[src/rtl/uart_nibble_tx.sv]
// uart_nibble_tx: UART transmitter for nibble frames.
// Each frame is a start bit (0), then DATA_BITS data bits LSB first, then
// STOP_BITS stop bits (1). Every bit lasts CLK_FREQ_HZ/BAUD_RATE clocks.
// Words are queued through a valid/ready port into a FIFO. While the FIFO
// holds data, frames are sent back-to-back with no idle gap.
//
// Ports:
//   clk         system clock, rising edge
//   rst         asynchronous active-high reset
//   in_data     nibble to transmit
//   in_valid    in_data valid
//   in_ready    FIFO has room; a push happens when in_valid && in_ready
//   tx          serial line, idle high, registered
//   busy        a frame is on the line
//   bit_strobe  one-cycle pulse in the first cycle of every bit
//   frame_done  one-cycle pulse in the last cycle of the final stop bit
//   fifo_count  current FIFO occupancy
module uart_nibble_tx #(
  parameter int CLK_FREQ_HZ = 1_600_000,
  parameter int BAUD_RATE   = 100_000,
  parameter int DATA_BITS   = 4,
  parameter int STOP_BITS   = 1,
  parameter int FIFO_DEPTH  = 4
) (
  input  logic                          clk,
  input  logic                          rst,
  input  logic [DATA_BITS-1:0]          in_data,
  input  logic                          in_valid,
  output logic                          in_ready,
  output logic                          tx,
  output logic                          busy,
  output logic                          bit_strobe,
  output logic                          frame_done,
  output logic [$clog2(FIFO_DEPTH):0]   fifo_count
);

  localparam int CLKS_PER_BIT = CLK_FREQ_HZ / BAUD_RATE;
  localparam int CW   = $clog2(CLKS_PER_BIT);
  localparam int AW   = $clog2(FIFO_DEPTH);
  localparam int CNTW = AW + 1;
  localparam int BCW  = (DATA_BITS > 1) ? $clog2(DATA_BITS) : 1;

  typedef enum logic [1:0] {IDLE, START, DATA, STOP} state_t;

  state_t                 state_q;
  logic [CW-1:0]          cyc_q;
  logic [BCW-1:0]         bit_q;
  logic [DATA_BITS-1:0]   shift_q;
  logic [DATA_BITS-1:0]   mem_q [FIFO_DEPTH];
  logic [AW-1:0]          wr_ptr_q;
  logic [AW-1:0]          rd_ptr_q;
  logic [CNTW-1:0]        count_q;
  logic                   tx_q;
  logic                   busy_q;
  logic                   strobe_q;
  logic                   done_q;

  logic fifo_empty;
  logic bit_end;
  logic last_data;
  logic last_stop;
  logic frame_end;
  logic push;
  logic pop;

  assign in_ready   = (count_q < CNTW'(FIFO_DEPTH));
  assign fifo_count = count_q;
  assign tx         = tx_q;
  assign busy       = busy_q;
  assign bit_strobe = strobe_q;
  assign frame_done = done_q;

  always_comb begin
    fifo_empty = (count_q == '0);
    bit_end    = (cyc_q == CW'(CLKS_PER_BIT - 1));
    last_data  = (bit_q == BCW'(DATA_BITS - 1));
    last_stop  = (bit_q == BCW'(STOP_BITS - 1));
    frame_end  = (state_q == STOP) && bit_end && last_stop;
    push       = in_valid && in_ready;
    // Head is taken either from IDLE or at the very end of a stop bit, so a
    // queued word starts immediately after the previous frame.
    pop        = !fifo_empty && ((state_q == IDLE) || frame_end);
  end

  // FIFO storage: data only, written at the push edge.
  always_ff @(posedge clk) begin
    if (push) mem_q[wr_ptr_q] <= in_data;
  end

  // FIFO pointers and occupancy.
  always_ff @(posedge clk or posedge rst) begin
    if (rst) begin
      wr_ptr_q <= '0;
      rd_ptr_q <= '0;
      count_q  <= '0;
    end else begin
      if (push) wr_ptr_q <= wr_ptr_q + AW'(1);
      if (pop)  rd_ptr_q <= rd_ptr_q + AW'(1);
      case ({push, pop})
        2'b10:   count_q <= count_q + CNTW'(1);
        2'b01:   count_q <= count_q - CNTW'(1);
        default: count_q <= count_q;
      endcase
    end
  end

  // Shift register: loaded on pop, shifted at each data-bit boundary.
  always_ff @(posedge clk) begin
    if (pop) begin
      shift_q <= mem_q[rd_ptr_q];
    end else if ((state_q == DATA) && bit_end) begin
      shift_q <= shift_q >> 1;
    end
  end

  // Frame FSM. The line outputs are registered from the current state, so
  // they trail the state by one clock; that gives the two-edge push-to-start
  // latency and keeps tx, busy, bit_strobe and frame_done aligned.
  always_ff @(posedge clk or posedge rst) begin
    if (rst) begin
      state_q  <= IDLE;
      cyc_q    <= '0;
      bit_q    <= '0;
      tx_q     <= 1'b1;
      busy_q   <= 1'b0;
      strobe_q <= 1'b0;
      done_q   <= 1'b0;
    end else begin
      tx_q     <= 1'b1;
      busy_q   <= (state_q != IDLE);
      strobe_q <= (state_q != IDLE) && (cyc_q == '0);
      done_q   <= frame_end;
      cyc_q    <= bit_end ? '0 : cyc_q + CW'(1);
      case (state_q)
        IDLE: begin
          cyc_q <= '0;
          bit_q <= '0;
          if (!fifo_empty) state_q <= START;
        end
        START: begin
          tx_q <= 1'b0;
          if (bit_end) begin
            bit_q   <= '0;
            state_q <= DATA;
          end
        end
        DATA: begin
          tx_q <= shift_q[0];
          if (bit_end) begin
            if (last_data) begin
              bit_q   <= '0;
              state_q <= STOP;
            end else begin
              bit_q <= bit_q + BCW'(1);
            end
          end
        end
        STOP: begin
          if (bit_end) begin
            if (last_stop) begin
              bit_q   <= '0;
              state_q <= fifo_empty ? IDLE : START;
            end else begin
              bit_q <= bit_q + BCW'(1);
            end
          end
        end
        default: state_q <= IDLE;
      endcase
    end
  end

endmodule

[config.mk]
export PLATFORM = sky130hd
export DESIGN_NAME = uart_nibble_tx
export DESIGN_NICKNAME = d
export VERILOG_FILES = /design/src/rtl/uart_nibble_tx.sv
export SDC_FILE = /design/constraint.sdc
export NUM_CORES = 1
export LEC_CHECK = 0
export CORE_MARGIN = 2
export CORE_UTILIZATION = 25
export DETAILED_ROUTE_END_ITERATION = 12
export GPL_TIMING_DRIVEN = 0
export PLACE_DENSITY = 0.49
export SYNTH_ARGS = -nofsm -noshare
export SYNTH_HDL_FRONTEND = slang
export SYNTH_SLANG_ARGS = --single-unit
[constraint.sdc]
create_clock -name clk -period 2.38 [get_ports clk]
set_input_delay 0.476 -clock clk [delete_from_list [all_inputs] [get_ports clk]]
set_output_delay 0.476 -clock clk [all_outputs]
set_load 0.005 [all_outputs]
Word-level counts from Yosys, hierarchy flattened:

Memories as Yosys holds them, arrays and structs flattened.
Index checks and enable logic that the tools add are counted.

* register bits: 23
* memory bits (writable): 16
* bits of input ports: 7
* output and inout bits: 8
* logic and storage cells: 71
* memories: 1

Memory list
* mem_q: words 4, width 4, read ports 1, clocked after memory_dff 0, write ports 1, RTL line 49 `logic [DATA_BITS-1:0] mem_q [FIFO_DEPTH];`

* $add $sub $neg: 6
* $lt $le $gt $ge: 1
* equality and inequality tests: 13
* multiplexer cells: 22
* reduce and logical (&&, ||, !) cells: 17

Operators with widths (count)
* two-way mux 2 bit: 11
* two-way mux 4 bit: 4
* case mux 2 bit (4 select lines): 2
* != test 2 bit, second input constant: 6
* == test 2 bit, second input constant: 4
* adder 2 x 1 -> 2 bit, second input constant: 3
* logical AND 1 bit: 6
* case mux 3 bit (2 select lines): 1
* AND reduction 6 bit: 1
* nonzero test 2 bit: 3
* adder 4 x 1 -> 4 bit, second input constant: 1
* == test 2 x 1 -> 1 bit, second input constant: 2
* == test 4 bit, second input constant: 1
* logical NOT 2 bit: 2
* logical NOT 4 bit: 1
* adder 3 x 1 -> 3 bit, second input constant: 1
* logical NOT 3 bit: 1
* < comparator 3 bit, second input constant: 1
* two-way mux 1 bit: 3
* AND reduction 3 bit: 1
* subtractor 3 x 1 -> 3 bit, second input constant: 1
* case mux 1 bit (2 select lines): 1
* logical NOT 1 bit: 1
* logical OR 1 bit: 1

Longest topological paths before layout:

Gate-level depths: netlist of the first run.

* word-level depth: 7
* mapped depth: 11
* gate-level depth less buffers: 10

Worst setup path before layout of the first run:

Ideal clock, no wire load.

* path type: reg2reg
* from: register cyc_q[0]
* to: register count_q[2] (netlist: fifo_count[2])
* setup time: 0.080 ns
* data arrival time: 2.172 ns
* data required time: 2.300 ns
* setup slack: 0.128 ns
* cell stages (with the launch flop): 12
* path buffers: 1
* clock period less this slack: 2.252 ns
* path through: dfrtp_1 > ha_1 > and3_2 > buf_6 > a31oi_4 > a31oi_4 > ha_1 > inv_1 > fa_1 > xor2_1 > nor2_1 > xnor2_1

* cells in the longest elaborated chain, start to end: 7
* elaborated cells between the ends (all ways): 9
* those cells by class: eq/ne (3); mux (1); reduce/logical (5)

RTL lines
* start, declared: RTL line 46 `logic [CW-1:0] cyc_q;`
* start signal, assigned: RTL line 133 `cyc_q <= bit_end ? '0 : cyc_q + CW'(1);`
* == test 4 bit (*): RTL line 75 `bit_end = (cyc_q == CW'(CLKS_PER_BIT - 1));`
* logical AND 1 bit (*) (2 in series): RTL line 78 `frame_end = (state_q == STOP) && bit_end && last_stop;`
* logical OR 1 bit (*): RTL line 82 `pop = !fifo_empty && ((state_q == IDLE) || frame_end);`
* logical AND 1 bit (*): RTL line 82
* named net pop: RTL line 64 `logic pop;`
* == test 2 x 1 -> 1 bit or == test 2 bit (tied branches): RTL line 99 `case ({push, pop})`
* case mux 3 bit (2 select lines) or nonzero test 2 bit (tied branches)
* end signal, assigned: RTL line 100 `2'b10: count_q <= count_q + CNTW'(1);`
* end signal, assigned: RTL line 101 `2'b01: count_q <= count_q - CNTW'(1);`
* end signal, assigned: RTL line 102 `default: count_q <= count_q;`
* end, declared: RTL line 52 `logic [CNTW-1:0] count_q;`

The timed path passes the listed nets; every way through them passes the cells marked *.
A chain may end at the register's enable or synchronous reset.

Final worst setup path of the first run:

* from: register cyc_q[1]
* to: register count_q[2] (netlist: fifo_count[2])

Same word-level chain as after synthesis.

==> results of run 1 <==
-- cells by family (layout without fill, tap and decap cells) --
logic type	Yosys count	count (layout)
DFF	39	39
buffers and inverters	19	45
AOI/OAI and AO/OA	16	16
adders and majority gates	16	16
muxes	9	9
xor gates and xnor gates	7	7
and+or+nand+nor	26	26
-- placed cells by master, fill, tap and decap left out, types with 2 or more instances in the layout --
master	count
edfxtp_1	20
dfrtp_1	18
inv_1	16
clkdlybuf4s50_1	14
ha_1	12
o21ai_0	6
nand2_1	5
and2_1	5
clkbuf_8	5
xnor2_1	4
nor2_1	4
mux4_2	4
a21oi_1	4
buf_4	4
mux2_2	3
xor2_1	3
nor3_1	2
clkbuf_1	2
a31oi_4	2
ha_2	2
-- worst max path at each step --
stage / from / end / slack (ns) / depth (start not counted)
after floorplan: cyc_q[0] / fifo_count[2] / 0.13 / 11
after global placement: cyc_q[0] / fifo_count[2] / -0.04 / 11
after detailed placement: cyc_q[0] / fifo_count[2] / -0.14 / 11
after CTS: cyc_q[0] / fifo_count[2] / 0.007 / 11
after global routing: cyc_q[1] / fifo_count[2] / -0.02 / 11
final: cyc_q[1] / fifo_count[2] / 0.10 / 11
-- final cells by class --
cell class	count	area (sq um)	area share (%)
plain buffers	3	18.8	0.823
clock buffers	5	68.8	3.02
clock inverters	3	43.8	1.92
inverters	16	60.1	2.63
multi-input cells	74	718	31.5
flip-flops and latches	39	1080	47.2
well taps	99	124	5.43
repair buffers	18	170	7.46
-- state kept, by name, indices dropped and copies added (netlist names) --
name / flops
cyc_q: 4
rd_ptr_q: 2
shift_q: 4
bit_q: 2
busy: 1
frame_done: 1
bit_strobe: 1
wr_ptr_q: 2
state_q: 2
mem_q: 16
fifo_count: 3
tx: 1
-- stage by stage --
step	cells	setup TNS [ns]	hold slack, ns	setup slack (ns)	utilization, %
after CTS	254	0	0.489	0.00675	31.1
after detailed placement	245	-0.137	0.469	-0.137	29.4
final	257	0	0.478	0.103	31.6
after global placement	245	-0.0446	0.452	-0.0446	29.4
after global routing	257	-0.0156	0.520	-0.0156	31.6
after floorplan	132	0	0.426	0.128	-
-- power by group --
part           internal [mW]  switching [mW]
registers              0.959           0.131
clock network          0.312           0.243
logic                  0.632           0.576
-- layer usage --
metal	part of all wire, %	wire, um	vias to the layer above	global-route usage (%)
li1	-	-	505	-
met1	42	1360	538	9.71
met2	52	1690	29	14.5
met3	3.6	118	11	2.18
met4	2.7	87	0	3.85
met5	0	0	-	0
-- worst max-delay path, stage by stage (launching register included) --
cell and delay (ns):
dfrtp_1 0.37, ha_2 0.22, and3_2 0.18, buf_6 0.13, a31oi_4 0.11, a31oi_4 0.21
ha_4 0.17, inv_1 0.05, fa_1 0.37, xor2_1 0.15, nor2_1 0.11, xnor2_1 0.13
-- repair_timing --
action	4_1_cts	5_1_grt
gates resized for setup	0	4
setup endpoints to repair	1	1
pin swaps	0	0
buffers inserted	1	3
==> impl_metrics.ini, run 1 <==
[logic_synthesis]
ys.flop_type = edfxtp_1
yosysTopAreaCellShare_pct = 32.3
syn_avg_cell_area_sq_um = 14.1
yosysMostFrequentCell = edfxtp_1
ys.warnings.count = 0
netlist_top_cells_count = edfxtp_1 (20), dfrtp_1 (18), inv_1 (16)
synth_compound_area_share_pct = 7.01
ys_ff_latch = 39
synth_fa_ha_area_share_pct = 11.2
syn-cell-area_sq_mm = 0.00186
synth_seq_area_share_pct = 58.0
synth_xor_xnor_area_share_pct = 3.30
synth-simple-area-share_pct = 8.22
ys_types = 35
yosysTopAreaCell = edfxtp_1
synth_edf_count = 20
syn_nets = 155
async_flop_share_pct = 48.7
synth_top_family_by_area = adder cells
synth.mux.area_fraction_pct = 8.02
synth.area.top_cells = edfxtp_1 (32%), dfrtp_1 (24%), ha_1 (10%)
syn_inst = 132

[die]
ios = 15
core_area_sq_mm = 0.00721
die_area_sq_mm = 0.00813
die_w_um = 90.2
initial_core_util_pct = 25.7
rows = 31
dieHeight_um = 90.2

[grt]
antenna_found_initial = 0
first_global_vias = 1113
grt_first_pass_wirelength_mm = 5.37
grt_use_total_pct = 8.38
grt_overflow_total = 0
grt_max_degree = 20

[clock_network]
cts_sinks = 39
clockRootBuffer = clkbuf_8
cts_tree = yes
clk_latency_ns = 0.29
cts_hold_buf = 0
numCtsBuffers = 5
htree_levels = 2
clk_pin_slew_ns = 0.08
cts-root-to-sink-buffers = 2

[final_layout]
nFillCells = 751
nets = 180
design_area_sq_mm = 0.00228
antenna-diode-count = 0
drive_gt1_share_pct = 19.6
syn_to_final_growth_pct = 22.8

[worst_setup_path]
critical_path_class = reg2reg
worstReg2RegStart = cyc_q[1]
endpoint_kind = register
r2r-end = fifo_count[2]
worst-r2r-cell-count = 11
rrSetupSlack_ns = 0.10
worst_ep_required_time_ns = 2.59
cp_max_fo = 7
cp.arrival_ns = 2.49
crit_path_start_kind = register

[detailed_routing]
drc = 0
wire_per_inst_um = 12.7
via_count = 1083
ant_nets = 0
wirelength_mm = 3.26
avgViaCountPerCell = 4.21
drt-initial-drc-count = 44
drt-pass1-iter-count = 4

[timing]
period_minus_slack_ns = 2.28
finalClockSkew_ns = 0.00753
post-route-period-util_pct = 95.7
finalHoldViolCount = 0
fmax_mhz = 439
finalSetupViolations = 0
tightestPinTransition_ns = 0.743
max-slew-margin-rel_pct = 50.4
maxSlewViolCount = 0

[placed_design]
place_area_sq_mm = 0.00212
gp_congestion = 0.707
io_buffers = 14
dp_hpwl_mm = 2.36

[hold_path]
hold_path_end = tx
hold_path.class = reg2reg
worstHoldStart = shift_q[0]
hold_depth = 2

[flow_run]
drv_cap = 0

[power]
power.leakage_nw = 0.909
irDropWorstVdd_uv = 447
p_per_area_mw_per_mm2 = 1250
p_total_mw = 2.85

[run_status]
status = finished clean
Power figures use the tool's default switching activity.
==> run 2: changes to the inputs <==
--- a/config.mk
+++ b/config.mk
@@ -8,8 +8,8 @@
 export CORE_MARGIN = 2
 export CORE_UTILIZATION = 25
 export DETAILED_ROUTE_END_ITERATION = 12
+export DONT_BUFFER_PORTS = 1
 export GPL_TIMING_DRIVEN = 0
-export PLACE_DENSITY = 0.49
 export SYNTH_ARGS = -nofsm -noshare
 export SYNTH_HDL_FRONTEND = slang
 export SYNTH_SLANG_ARGS = --single-unit
==> run 2 against run 1 <==
Net effect:
- clock power fell by 22%
- sequential power is essentially flat
- largest power group is now sequential cells
- sequential cell count is the same
- global-route usage shrank 0.83 points
- maximum frequency is 1.5% higher
- cell count shrank 6.2%
- hold slack worse by 0.28 ns
==> impl_metrics.ini, run 2 (same netlist as run 1, synthesis figures left out) <==
[run_status]
status = finished clean

[worst_setup_path]
slowest_stage = dfrtp_1
rrSetupSlack_ns = 0.14
critical_path_class = reg2reg
crit_end = fifo_count[2]
worstPathCellList = ha_2 > and3_2 > buf_6 > a31oi_4 > a31oi_4 > ha_4 > inv_1 > fa_1 > xor2_1 > nor2_1 > xnor2_1
worstReg2RegStart = cyc_q[0]
worst_ep_required_time_ns = 2.59
cp.arrival_ns = 2.46
cp_slowest_stage_delay_ns = 0.39
endpoint_kind = register
cp_max_fo = 7
r2r-end = fifo_count[2]
crit_path_start_kind = register
worst-r2r-cell-count = 11
cpMostUsedCell = a31oi_4
startpoint = cyc_q[0]

[timing]
period_minus_slack_ns = 2.24
finalHoldViolCount = 0
max-slew-margin-rel_pct = 50.9
maxSlewViolCount = 0
fmax_mhz = 446
worst_slack_ns = 0.137
tightestPinTransition_ns = 0.736
post-route-period-util_pct = 94.2
finalClockSkew_ns = 0.00691
finalSetupViolations = 0

[final_layout]
syn_to_final_growth_pct = 13.1
design_area_sq_mm = 0.00210
final_util_pct = 29.1
antenna-diode-count = 0
drive_gt1_share_pct = 19.7
layout_commonest_cell = edfxtp_1
nets = 164
final_cells = 241
nFillCells = 758
reg.largest.list = mem_q: 16 flops, cyc_q: 4 flops, shift_q: 4 flops
top_register = mem_q
largest_register_ffs = 16
final_cell_mix = edfxtp_1 (20), dfrtp_1 (18), inv_1 (16)

[grt]
antenna_found_initial = 0
grt_overflow_total = 0
grt_use_met1_pct = 10.4
grt_use_total_pct = 7.55
first_global_vias = 915
grt_util_met2_pct = 10.2
grtUsageMet3_pct = 2.93
busiest_layer = met1
grt_first_pass_wirelength_mm = 4.68
grt_max_degree = 20

[detailed_routing]
ant_nets = 0
drc = 0
wirelength_mm = 2.80
drt-pass1-iter-count = 4
avgViaCountPerCell = 4.02
wire_per_inst_um = 11.6
drt-initial-drc-count = 24
via_count = 969

[clock_network]
cts-root-to-sink-buffers = 2
htree_levels = 2
cts_sinks = 39
numCtsBuffers = 5
cts_tree = yes
clk_pin_slew_ns = 0.08
clk_latency_ns = 0.28
clockRootBuffer = clkbuf_8

[die]
initial_core_util_pct = 25.7
dieHeight_um = 90.2
die_area_sq_mm = 0.00813
die_w_um = 90.2
core_area_sq_mm = 0.00721
ios = 15
rows = 31

[flow_run]
drv_cap = 0

[placed_design]
dp.cells = 231
io_buffers = 0
dp_hpwl_mm = 2.00
dp_slack_ns = -0.0620
gp_congestion = 0.684
place_area_sq_mm = 0.00198

[hold_path]
hold_path.class = in2async

[power]
clkPwrFrac_pct = 16.8
intPower_mw = 1.67
pwr-share-comb_pct = 40.0
p_per_area_mw_per_mm2 = 1220
swShare_pct = 34.8
irDropWorstVdd_uv = 593
power.leakage_nw = 0.832
seqPwrFrac_pct = 43.2
p_sw_mw = 0.894
[run 2: stage by stage]
step	total power [mW]	setup TNS, ns	hold slack (ns)
after floorplan	1.89	0	0.426
after global placement	2.08	-0.0635	0.470
after detailed placement	2.09	-0.0620	0.464
after CTS	2.56	0	0.231
after global routing	2.78	-0.00227	0.257
final	2.57	0	0.198
[run 2: cell type report]
class | count | area, sq um | share of cell area (%)
timing repair buffer | 2 | 15.0 | 0.715
buffer | 3 | 18.8 | 0.894
clock buffer | 6 | 72.6 | 3.46
multi-input combinational | 74 | 718 | 34.2
sequential | 39 | 1080 | 51.3
inverter | 16 | 60.1 | 2.86
clock inverter | 2 | 13.8 | 0.656
tap | 99 | 124 | 5.90
[run 2: layer usage]
| layer | wire, um | vias up | share of wire (%) |
|---|---|---|---|
| li1 | - | 471 | - |
| met2 | 1190 | 24 | 42 |
| met3 | 183 | 7 | 6.5 |
| met5 | 0 | - | 0 |
| met1 | 1380 | 467 | 49 |
| met4 | 51 | 0 | 1.8 |
[run 2: timing repair]
item | in CTS | in global routing
hold buffers | 0 | 0
buffers inserted | 1 | 1
endpoints found under the hold margin | 0 | 0
endpoints found under the setup margin | 1 | 1
gates resized for setup | 1 | 3
[run 2: worst min-delay path by stage]
stage	start	to	slack [ns]
floorplan	rst	bit_q[0]	0.43
CTS	rst	busy	0.23
finish	rst	busy	0.20
detailed placement	shift_q[0]	tx	0.46
global placement	cyc_q[3]	bit_strobe	0.47
global route	in_data[3]	mem_q[2][3]	0.26
[run 2: power groups by stage]
stage	Combinational [mW]	Sequential (mW)	Clock, mW
2_1_floorplan	0.814	1.08	0
3_3_place_gp	0.961	1.12	0
3_5_place_dp	0.967	1.13	0
4_1_cts	0.994	1.11	0.451
5_1_grt	1.16	1.14	0.484
6_report	1.03	1.11	0.431
[run 2: critical path, delay by kind of cell (launching register included)]
family                   cells  cell delay, ns
XOR/XNOR                     2            0.27
AO/OA/AOI/OAI                2            0.31
adder cells (fa/ha/maj)      3            0.74
buffers and inverters        2            0.17
AND/OR/NAND/NOR              2            0.29
flip-flops                   1            0.39
